===== src/rtl/parity_pkg.sv =====
// Shared definitions for the 7-bit parity receiver and generator.
package parity_pkg;

    // Data bits covered by parity; bit 4 is deliberately left out.
    localparam logic [6:0] PAR_MASK_DEF = 7'h6F;

    typedef enum logic [2:0] {
        IDLE      = 3'd0,
        START     = 3'd1,
        DATA      = 3'd2,
        PARITY    = 3'd3,
        STOP      = 3'd4,
        WAIT_IDLE = 3'd5
    } rx_state_t;

endpackage


===== src/rtl/parity_rx_if.sv =====
// Serial line in, received word and status out.
interface parity_rx_if;
    logic       rx;
    logic [6:0] data;
    logic       valid;
    logic       parity_err;
    logic       frame_err;
    logic       busy;

    // Receiver side: consumes the line, produces the word.
    modport slave (
        input  rx,
        output data, valid, parity_err, frame_err, busy
    );

    // Line driver / word consumer side.
    modport master (
        output rx,
        input  data, valid, parity_err, frame_err, busy
    );
endinterface


===== src/rtl/parity_calc.sv =====
// Even parity over the masked bits of a 7-bit word.
module parity_calc (
    input  logic [6:0] data,
    input  logic [6:0] mask,
    output logic       par
);
    assign par = ^(data & mask);
endmodule


===== src/rtl/parity_rx.sv =====
// Serial receiver: start, 7 data bits LSB first, even parity, stop.
module parity_rx
    import parity_pkg::*;
#(
    parameter int         CLKS_PER_BIT = 4,
    parameter logic [6:0] PAR_MASK     = PAR_MASK_DEF
) (
    input  logic         clk,
    input  logic         rst_n,
    parity_rx_if.slave   bus
);
    localparam int             CW   = $clog2(CLKS_PER_BIT);
    localparam logic [CW-1:0]  HALF = CW'(CLKS_PER_BIT / 2 - 1);
    localparam logic [CW-1:0]  FULL = CW'(CLKS_PER_BIT - 1);

    rx_state_t     state, state_nx;
    logic          rx_m, rx_s;
    logic [CW-1:0] cnt;
    logic [2:0]    idx;
    logic [6:0]    shreg;
    logic          par_bit;
    logic          calc_par;
    logic          cnt_clr, shift_en, par_en, stop_en, busy;
    logic [6:0]    data_q;
    logic          valid_q, perr_q, ferr_q;

    parity_calc u_calc (
        .data (shreg),
        .mask (PAR_MASK),
        .par  (calc_par)
    );

    // Two-flop synchronizer; idles high so reset looks like a quiet line.
    always_ff @(posedge clk or negedge rst_n) begin
        if (!rst_n) begin
            rx_m <= 1'b1;
            rx_s <= 1'b1;
        end else begin
            rx_m <= bus.rx;
            rx_s <= rx_m;
        end
    end

    // State register.
    always_ff @(posedge clk or negedge rst_n) begin
        if (!rst_n) state <= IDLE;
        else        state <= state_nx;
    end

    // Next-state logic.
    always_comb begin
        state_nx = state;
        case (state)
            IDLE:      if (!rx_s) state_nx = START;
            START:     if (cnt == HALF) state_nx = rx_s ? IDLE : DATA;
            DATA:      if (cnt == FULL && idx == 3'd6) state_nx = PARITY;
            PARITY:    if (cnt == FULL) state_nx = STOP;
            // A low stop bit means the line may still be held low; wait it out.
            STOP:      if (cnt == FULL) state_nx = rx_s ? IDLE : WAIT_IDLE;
            WAIT_IDLE: if (rx_s) state_nx = IDLE;
            default:   state_nx = IDLE;
        endcase
    end

    // Per-state strobes: counter clear and sample enables.
    always_comb begin
        cnt_clr  = 1'b0;
        shift_en = 1'b0;
        par_en   = 1'b0;
        stop_en  = 1'b0;
        busy     = (state != IDLE);
        case (state)
            IDLE, WAIT_IDLE: cnt_clr = 1'b1;
            START:   cnt_clr = (cnt == HALF);
            DATA:    begin shift_en = (cnt == FULL); cnt_clr = (cnt == FULL); end
            PARITY:  begin par_en   = (cnt == FULL); cnt_clr = (cnt == FULL); end
            STOP:    begin stop_en  = (cnt == FULL); cnt_clr = (cnt == FULL); end
            default: cnt_clr = 1'b1;
        endcase
    end

    // Bit timing, shift register and result registers.
    always_ff @(posedge clk or negedge rst_n) begin
        if (!rst_n) begin
            cnt     <= '0;
            idx     <= '0;
            shreg   <= '0;
            par_bit <= 1'b0;
            data_q  <= '0;
            valid_q <= 1'b0;
            perr_q  <= 1'b0;
            ferr_q  <= 1'b0;
        end else begin
            cnt     <= cnt_clr ? '0 : cnt + CW'(1);
            valid_q <= stop_en;
            if (state == IDLE)
                idx <= '0;
            else if (shift_en)
                idx <= (idx == 3'd6) ? 3'd0 : idx + 3'd1;
            if (shift_en) shreg   <= {rx_s, shreg[6:1]};
            if (par_en)   par_bit <= rx_s;
            // Results only move on a completed frame and hold otherwise.
            if (stop_en) begin
                data_q <= shreg;
                perr_q <= par_bit ^ calc_par;
                ferr_q <= ~rx_s;
            end
        end
    end

    assign bus.data       = data_q;
    assign bus.valid      = valid_q;
    assign bus.parity_err = perr_q;
    assign bus.frame_err  = ferr_q;
    assign bus.busy       = busy;

endmodule

===== src/flat_wrapper.sv =====
// flat-port wrapper written by rule: the top's interface ports become plain ports
module parity_rx_flat import parity_pkg::*;
#(
    parameter int         CLKS_PER_BIT = 4,
    parameter logic [6:0] PAR_MASK     = PAR_MASK_DEF
)
  (clk, rst_n, bus_rx, bus_data, bus_valid, bus_parity_err, bus_frame_err, bus_busy);
  parity_rx_if bus_i ();
  input  logic clk;
  input  logic rst_n;
  input wire logic [$bits(bus_i.rx)-1:0] bus_rx;
  output wire logic [$bits(bus_i.data)-1:0] bus_data;
  output wire logic [$bits(bus_i.valid)-1:0] bus_valid;
  output wire logic [$bits(bus_i.parity_err)-1:0] bus_parity_err;
  output wire logic [$bits(bus_i.frame_err)-1:0] bus_frame_err;
  output wire logic [$bits(bus_i.busy)-1:0] bus_busy;
  assign bus_i.rx = bus_rx;
  assign bus_data = bus_i.data;
  assign bus_valid = bus_i.valid;
  assign bus_parity_err = bus_i.parity_err;
  assign bus_frame_err = bus_i.frame_err;
  assign bus_busy = bus_i.busy;
  parity_rx #(.CLKS_PER_BIT(CLKS_PER_BIT), .PAR_MASK(PAR_MASK)) u_core (.clk(clk), .rst_n(rst_n), .bus(bus_i));
endmodule

===== config.mk =====
export PLATFORM = sky130hd
export DESIGN_NAME = parity_rx_flat
export DESIGN_NICKNAME = d
export VERILOG_FILES = /design/src/rtl/parity_pkg.sv /design/src/rtl/parity_rx_if.sv /design/src/rtl/parity_calc.sv /design/src/rtl/parity_rx.sv /design/src/flat_wrapper.sv
export SDC_FILE = /design/constraint.sdc
export NUM_CORES = 1
export LEC_CHECK = 0
export BUFFER_PORTS_ARGS = -buffer_cell sky130_fd_sc_hd__clkbuf_2
export CAP_MARGIN = 25
export CORE_MARGIN = 2
export CORE_UTILIZATION = 30
export CTS_BUF_LIST = sky130_fd_sc_hd__clkbuf_8
export CTS_CLUSTER_DIAMETER = 60
export DETAILED_ROUTE_END_ITERATION = 8
export GPL_TIMING_DRIVEN = 0
export SLEW_MARGIN = 10
export SYNTH_ARGS = -nofsm -noshare
export SYNTH_HDL_FRONTEND = slang
export SYNTH_SLANG_ARGS = --single-unit

===== constraint.sdc =====
create_clock -name clk -period 4.3 [get_ports clk]
set_input_delay 0.645 -clock clk [delete_from_list [all_inputs] [get_ports clk]]
set_output_delay 0.645 -clock clk [all_outputs]
set_load 0.005 [all_outputs]

==> impl_metrics.env <==
export IMPL_critPathTopFamily="simple AND/OR/NAND/NOR gates"
export IMPL_route_detailed_drc=0
export IMPL_grt_pass1_vias=890
export IMPL_area_sequential_sq_um=703
export IMPL_fmax_ghz=0.472
export IMPL_tns_ns=0
export IMPL_cp_slowest_cell="nor3_1"
export IMPL_whs_ns=0.365
export IMPL_hold_buffers=0
export IMPL_final_common_cell="nand2_1"
export IMPL_yosysTopAreaCell="dfrtp_1"
export IMPL_fin_crit_sh=0.493
export IMPL_viasPerCell=4.63
export IMPL_cp_end_kind="primary output"
export IMPL_ys_seq_elements=28
export IMPL_netlist_area_sq_um=1260
export IMPL_syn_avg_cell_area_sq_um=10.6
export IMPL_cts_root_buf="clkbuf_8"
export IMPL_drtPass1Iterations=4
export IMPL_cp_start_kind="flop"
export IMPL_ir_drop_mv=0.135
export IMPL_grt_pass1_wl_microns=3880
export IMPL_drtIter0Drc=33
export IMPL_postCtsSetupRepairBufs=0
export IMPL_insertion_delay_ns=0.27
export IMPL_setup_viol=0
export IMPL_synth_top_cell_area_share=0.518
export IMPL_hpwl_microns=1680
export IMPL_clockBufferDepth=2
export IMPL_finalHoldViolCount=0
export IMPL_io_pins=14
export IMPL_die_area_sq_um=4720
export IMPL_critPathKind="reg -> out"
export IMPL_ys_seq_area_frac=0.560
export IMPL_grt_max_degree=29
export IMPL_slew_limit_headroom=0.552
export IMPL_fp_dieW_microns=68.7
export IMPL_critPathMaxStageDelay_ns=0.42
export IMPL_drv_cap=0
export IMPL_cts_sinks=28
export IMPL_rows=23
export IMPL_num_fill_cells=408
export IMPL_crit_fanout=10
export IMPL_worst_ep_required_time_ns=3.65
export IMPL_layout_common_cells="nand2_1, dfrtp_1, clkbuf_2"
export IMPL_worstPathBufferInverterCount=3
export IMPL_min_path_type="reg -> reg"
export IMPL_p_leak_nw=0.722
export IMPL_initial_core_util=0.312
export IMPL_synth_cells=119
export IMPL_final_antenna_net_count=0
export IMPL_multiInputGateArea_sq_um=507
export IMPL_drive_above_1_share=0.199
export IMPL_finalMaxSlewViolations=0
export IMPL_p_per_area_nw_per_um2=491
export IMPL_tightest_slew_ns=0.672
export IMPL_fin_skew_ns=0.00195
export IMPL_grt_overflow=0
export IMPL_gp_congestion=0.719
export IMPL_numCtsBuffers=3
export IMPL_outcome="completed"
export IMPL_totalWireLength_microns=2270
export IMPL_portBuffers=13
export IMPL_cp_arrival_ns=1.47
export IMPL_fin_util=0.357
export IMPL_grt_usage=0.112
export IMPL_wire_per_inst_microns=12.2
export IMPL_antenna_found_initial=0
export IMPL_syn_to_final_growth_pct=14.5
export IMPL_ys_types=28
export IMPL_htreeDepth=1
export IMPL_die_y_microns=68.7
export IMPL_clk_pin_slew_ns=0.09
export IMPL_synthTopCellsByArea="dfrtp_1, nand2_1, mux2_1"
export IMPL_cts_repair_resized=0
export IMPL_syn_nets=124
export IMPL_period_needed_ns=2.12
export IMPL_vias=862
export IMPL_path_cells="buf_2 -> nor3_1 -> inv_1 -> clkbuf_2"
export IMPL_coreArea_sq_um=4030
export IMPL_cts_tree="yes"
export IMPL_ys_warn_count=0
export IMPL_insertedDiodeCount=0
export IMPL_rsz0062_at_grt="no"
export IMPL_fin_nets=142
-- cells in the mapped netlist (all sizes together) --
library cell and count:
a32oi 1, mux2 8, and4bb 1, nor4b 1, nand2 31, or3b 1, a31oi 1, dfrtp 26
ha 2, nand2b 1, nor2b 1, dfstp 2, o21ai 6, nand3b 2, xnor2 5, inv 4
a21oi 4, xor2 1, buf 5, o31ai 1, nand3 2, nor3 1, nand4b 2, nor2 8
mux2i 2
-- stage by stage --
step                cells  power [mW]  worst slack, ns  instance area (sq um)
floorplan             119       0.499             2.74                   1260
global placement      182       0.540             2.46                   1380
detailed placement    182       0.554             2.46                   1380
CTS                   186       0.718             2.15                   1440
global route          186       0.759             2.08                   1440
finish                186       0.707             2.18                   1440
-- layout make-up --
cell class                 instances  area share
sequential                        28       0.489
clock buffer                       4      0.0383
inverter                           4      0.0104
tap                               50      0.0435
buffer                             5      0.0217
timing repair buffer              13      0.0452
multi-input combinational         82       0.352
-- sequential cells by signal (all words and copies together), names as in the netlist --
register               flops
u_core.rx_m                1
u_core.state               3
u_core.bus.parity_err      1
u_core.rx_s                1
u_core.bus.data            7
u_core.bus.valid           1
u_core.bus.frame_err       1
u_core.shreg               7
u_core.cnt                 2
u_core.par_bit             1
u_core.idx                 3
-- kinds of logic (layout without fill, tap and decap cells) --
logic type               after synthesis  after routing  synth area share
AND/OR/NAND/NOR                       51             51             0.196
flip-flops                            28             28             0.560
AO/OA/AOI/OAI                         13             13            0.0578
multiplexers                          10             10            0.0877
buffers and inverters                  9             26            0.0368
XOR/XNOR                               6              6            0.0418
adder cells (fa/ha/maj)                2              2            0.0199
-- final timing paths --
check                                start                 end  slack, ns  depth (start not counted)
min reg2reg                    u_core.rx_m         u_core.rx_s       0.37                          0
min                            u_core.rx_m         u_core.rx_s       0.37                          0
max in group asynchronous            rst_n     u_core.shreg[6]       3.48                          1
min in group asynchronous            rst_n  u_core.bus.data[3]       0.39                          1
max                        u_core.state[1]            bus_busy       2.18                          4
max reg2reg                  u_core.cnt[0]     u_core.shreg[1]       2.67                          4
-- metal layers --
metal / share of wire / track usage / routed length, microns
met2: 0.50 / 0.202 / 1130
met3: 0.024 / 0.0195 / 55
met1: 0.45 / 0.121 / 1030
met5: 0 / 0 / 0
met4: 0.026 / 0.0662 / 59
-- power breakdown --
group	switching (mW)	internal (mW)
clock network	0.0788	0.0819
logic	0.115	0.0961
registers	0.0318	0.303
-- worst reg2reg max path: stages (launching register included) --
cell,delay (ns)
dfrtp_1,0.39
ha_1,0.34
and4bb_4,0.31
buf_6,0.15
mux2_1,0.33
(Power assumes the default switching activity.)
